[config.mk]
export PLATFORM = sky130hd
export DESIGN_NAME = time_cnt_updn
export DESIGN_NICKNAME = d
export VERILOG_FILES = /design/src/rtl/time_cnt_updn.sv
export SDC_FILE = /design/constraint.sdc
export NUM_CORES = 1
export LEC_CHECK = 0
export ABC_AREA = 1
export CAP_MARGIN = 25
export CORE_MARGIN = 10
export CORE_UTILIZATION = 42
export DETAILED_ROUTE_END_ITERATION = 10
export GPL_TIMING_DRIVEN = 0
export PLACE_DENSITY = 0.78
export SYNTH_ARGS = -nofsm -noshare
export SYNTH_HDL_FRONTEND = slang
export SYNTH_SLANG_ARGS = --single-unit
[constraint.sdc]
create_clock -name clk -period 1.29 [get_ports clk]
set_input_delay 0.258 -clock clk [delete_from_list [all_inputs] [get_ports clk]]
set_output_delay 0.258 -clock clk [all_outputs]
set_load 0.02 [all_outputs]
[src/rtl/time_cnt_updn.sv]
// time_cnt_updn: modulo-TCNT up/down time-digit counter with run enable,
// synchronous clear, clamped parallel load and a registered carry/borrow
// tick that feeds the next stage of a cascade (msec -> sec -> min -> hour).
//
// Optional feature: define TIME_CNT_UPDN_MATCH_EN to add the i_match_val
// input and the registered o_match pulse used for alarm compare. Without
// the macro neither port exists and no compare logic is built; counting
// behaviour is identical in both builds.
//
// Per-edge priority: reset (rst low) > i_clear > i_load > (i_tick & i_run)
// > hold. Clear and load swallow a coincident tick; it is not deferred.

module time_cnt_updn #(
  parameter int TCNT       = 100,
  parameter int BIT_WIDTH  = 7,
  parameter int RESET_TIME = 0
) (
  input  logic                 clk,
  input  logic                 rst,
  input  logic                 i_tick,
  input  logic                 i_run,
  input  logic                 i_dir,
  input  logic                 i_clear,
  input  logic                 i_load,
  input  logic [BIT_WIDTH-1:0] i_load_val,
  output logic [BIT_WIDTH-1:0] o_time,
  output logic                 o_tick
`ifdef TIME_CNT_UPDN_MATCH_EN
  ,
  input  logic [BIT_WIDTH-1:0] i_match_val,
  output logic                 o_match
`endif
);

  // Counter width covers exactly 0..TCNT-1.
  localparam int CNT_W = $clog2(TCNT);

  // Terminal count, reset value and load ceiling in their working widths.
  localparam logic [CNT_W-1:0]     CNT_LAST = CNT_W'(TCNT - 1);
  localparam logic [CNT_W-1:0]     CNT_RST  = CNT_W'(RESET_TIME);
  localparam logic [BIT_WIDTH-1:0] LOAD_MAX = BIT_WIDTH'(TCNT - 1);

  // Saturate a load value into the legal count range; no modulo on load.
  function automatic logic [CNT_W-1:0] clamp_load(input logic [BIT_WIDTH-1:0] v);
    logic [BIT_WIDTH-1:0] sat;
    sat = (v > LOAD_MAX) ? LOAD_MAX : v;
    return sat[CNT_W-1:0];
  endfunction

  // One modulo step; the MSB of the result flags a wrap (carry or borrow).
  function automatic logic [CNT_W:0] step_mod(input logic [CNT_W-1:0] c,
                                              input logic             dn);
    logic [CNT_W:0] res;
    if (dn) begin
      if (c == '0) res = {1'b1, CNT_LAST};
      else         res = {1'b0, c - CNT_W'(1)};
    end else begin
      if (c == CNT_LAST) res = {1'b1, {CNT_W{1'b0}}};
      else               res = {1'b0, c + CNT_W'(1)};
    end
    return res;
  endfunction

  logic [CNT_W-1:0] cnt;
  logic [CNT_W-1:0] cnt_nxt;
  logic             tick_nxt;
  logic             step_en;
  logic [CNT_W:0]   step_res;

  // Next count and next carry/borrow from the clear/load/step priority chain.
  always_comb begin
    step_en  = i_tick & i_run;
    step_res = step_mod(cnt, i_dir);
    cnt_nxt  = cnt;
    tick_nxt = 1'b0;
    if (i_clear) begin
      cnt_nxt = CNT_RST;
    end else if (i_load) begin
      cnt_nxt = clamp_load(i_load_val);
    end else if (step_en) begin
      cnt_nxt  = step_res[CNT_W-1:0];
      tick_nxt = step_res[CNT_W];
    end
  end

  // Count register and registered tick; reset drops any in-flight tick.
  always_ff @(posedge clk) begin
    if (!rst) begin
      cnt    <= CNT_RST;
      o_tick <= 1'b0;
    end else begin
      cnt    <= cnt_nxt;
      o_tick <= tick_nxt;
    end
  end

  assign o_time = BIT_WIDTH'(cnt);

`ifdef TIME_CNT_UPDN_MATCH_EN
  logic step_hit;
  logic match_nxt;

  // Only a genuine count step can raise a match; clear and load never do.
  // cnt_nxt is always below TCNT, so an out-of-range compare value never hits.
  always_comb begin
    step_hit  = step_en & ~i_clear & ~i_load;
    match_nxt = step_hit & (BIT_WIDTH'(cnt_nxt) == i_match_val);
  end

  // Match pulse lands in the same cycle as the new o_time.
  always_ff @(posedge clk) begin
    if (!rst) o_match <= 1'b0;
    else      o_match <= match_nxt;
  end
`endif

endmodule

==> metrics <==
violated checks=setup timing; Max Freq=0.7579 GHz; VDD IR-drop max=just over 0.5 mV; Clock Pin Slew Worst Setup and Hold Paths=70 ps; synth top area cells=dfxtp_1 20%, nand2_1 16%, nand3_1 11%; number of synthesized flops with an enable pin=0; nets=between 150 and 200; Syn Nets=148; post-synth top area cell=dfxtp_1; post-synth top area share=20.09%; Post-Syn Instances=131; Hold WS=between 500 and 600 ps; clk_skew=roughly 18 ps; Slew @ Worst Pin=between 200 and 250 ps; initial antenna violation count=0; min Tclk post-route=~1300 ps; final hold vios=0; largest net degree at the start of global routing=11; Placer Congestion=between 0.9 and 1; Final ANT Viol Nets=0; crit path DAT=between 1500 and 2000 ps; CTS max path bufs=2; Via Count=approximately 980; critical path class=register to register; TritonCTS clock tree=done; Clock Sinks=8; grt total ovfl=0; drt first pass iters=4; Clock Latency Late Sink=280 ps; Synth Flop Type=dfxtp_1; Fin Setup TNS=-46.67 ps; Hold-fix buffers, CTS=0; first-pass GRT wire length=4.360 mm; register area share after synthesis=about a fifth; Routed WL per cell=13.90 um; Pwr per Cell Area=between 700 and 800 mW/mm^2; DP Wirelength=about 1.9 mm; Final Max Tran Viols=0; number of DRC markers in iteration 0=67; Buffers on Ports=21; final worst slack=-29.44 ps; Via density=around 5.3; CP max FO=7; vias in the first global route=around 1000; synth unique cells=28; Leak=0.4810 nW; n_diodes=0; crit end category=register; core area=roughly 0.0018 mm^2; syn avg cell area=around 6.1 um^2; Global Route Usage Sum=about an eighth; Worst Setup Start Kind=register; layout cells sized above 1=between 30% and 40%; total die area=0.004040 mm^2; status=complete, but fails checks; Worst slew margin=84.41%; RSZ-0062 raised after global routing=true; Worst EP required=roughly 1500 ps; mapped cell area=about 800 um^2; final wirelength=~2.5 mm; Post-Place Setup Slack=-355.0 ps; starting density of the core=between 40% and 50%; Final Setup Violations=4; Root Driver=clkbuf_4; worst min-delay path class=register to register; asr flop ratio synth=0%; layout overhead on the synthesized area=45.06%; Die Ht=around 64 um; Rows=15; DRC violations left=0; max-cap violation count=0; Final Cycle Share=102.3%; fin util=roughly 66%; I/O pins=22; CTS H-Tree Depth=1; Die X-Extent=63.56 um; total CTS buffers=3; #FFs+latches synth=8; Ys Warns=0
[metrics by stage]
stage          instances  cell area [um^2]  power, mW
4_1_cts              183              1145     0.8117
3_3_place_gp         177              1046     0.5629
3_5_place_dp         177              1046     0.5690
5_1_grt              183              1156     0.8651
2_1_floorplan        131             804.5     0.4662
6_report             183              1156     0.8196
[Yosys cell counts, types with 3 or more instances]
master,number
a21oi_1,5
dfxtp_1,8
ha_1,3
inv_1,12
inv_2,4
nand2_1,33
nand2_2,4
nand3_1,18
nor2_1,12
nor2_2,3
o21ai_0,7
[cells in the final DEF (no fill, tap or decap), drive strengths merged, types with 4 or more instances in the layout]
cell type and n:
clkbuf 6, buf 5, dfxtp 8, clkdlybuf4s15 4, inv 16, nor2 17
o21ai 11, a21oi 7, nand2 37, clkdlybuf4s50 13, nand3 19
[registers in the layout, summed over array words and instances (netlist names)]
signal / cells
o_tick: 1
o_time: 7
[layer usage]
layer | routed length (um) | GRT usage, %
met3 | 190 | 4.770
met5 | 0 | 0
met4 | 42 | 3.552
met2 | 1289 | 22.61
met1 | 1022 | 13.63
[what timing repair did]
| action | 4_1_cts | 5_1_grt |
|---|---|---|
| buffers inserted | 2 | 0 |
| gates resized for setup | 34 | 9 |
| gates cloned | 0 | 0 |
| endpoints found under the setup margin | 13 | 11 |
| pin swaps | 6 | 5 |
[cell type report]
type / instances / area [um^2]
Multi-Input combinational cell: 103 / 611.8
Fill cell: 162 / 608.1
Timing Repair Buffer: 23 / 216.5
Sequential cell: 8 / 173.9
Inverter: 17 / 66.31
Tap cell: 25 / 31.28
Buffer: 3 / 30.03
Clock buffer: 4 / 26.28
[report_power, final]
group | leakage (nW) | internal, mW | switching, mW
sequential | 0.0683 | 0.256 | 0.0229
combinational | 0.398 | 0.138 | 0.176
clock | 0.0150 | 0.119 | 0.107
total | 0.481 | 0.514 | 0.306
[final timing paths]
path              from        end  slack [ps]  cells past startpoint
max          o_time[0]  o_time[4]         -30                      7
min          o_time[6]  o_time[6]         540                      2
max reg2reg  o_time[0]  o_time[4]         -30                      7
min reg2reg  o_time[6]  o_time[6]         540                      2
[kinds of logic after synthesis]
logic type | after synthesis | synth area share [%]
AO/OA/AOI/OAI | 22 | 16.48
AND/OR/NAND/NOR | 76 | 45.52
buffers and inverters | 20 | 10.99
adder cells (fa/ha/maj) | 3 | 4.710
XOR/XNOR | 2 | 2.198
flip-flops | 8 | 20.09
[critical path, cell delays in order, from the launching register on]
cell     delay (ps)
dfxtp_4         420
inv_4            60
ha_2            190
nand2_2          80
nor2_4           50
o21ai_2         200
nand3_1         120
a21oi_2         130
Power figures use the tool's default switching activity.
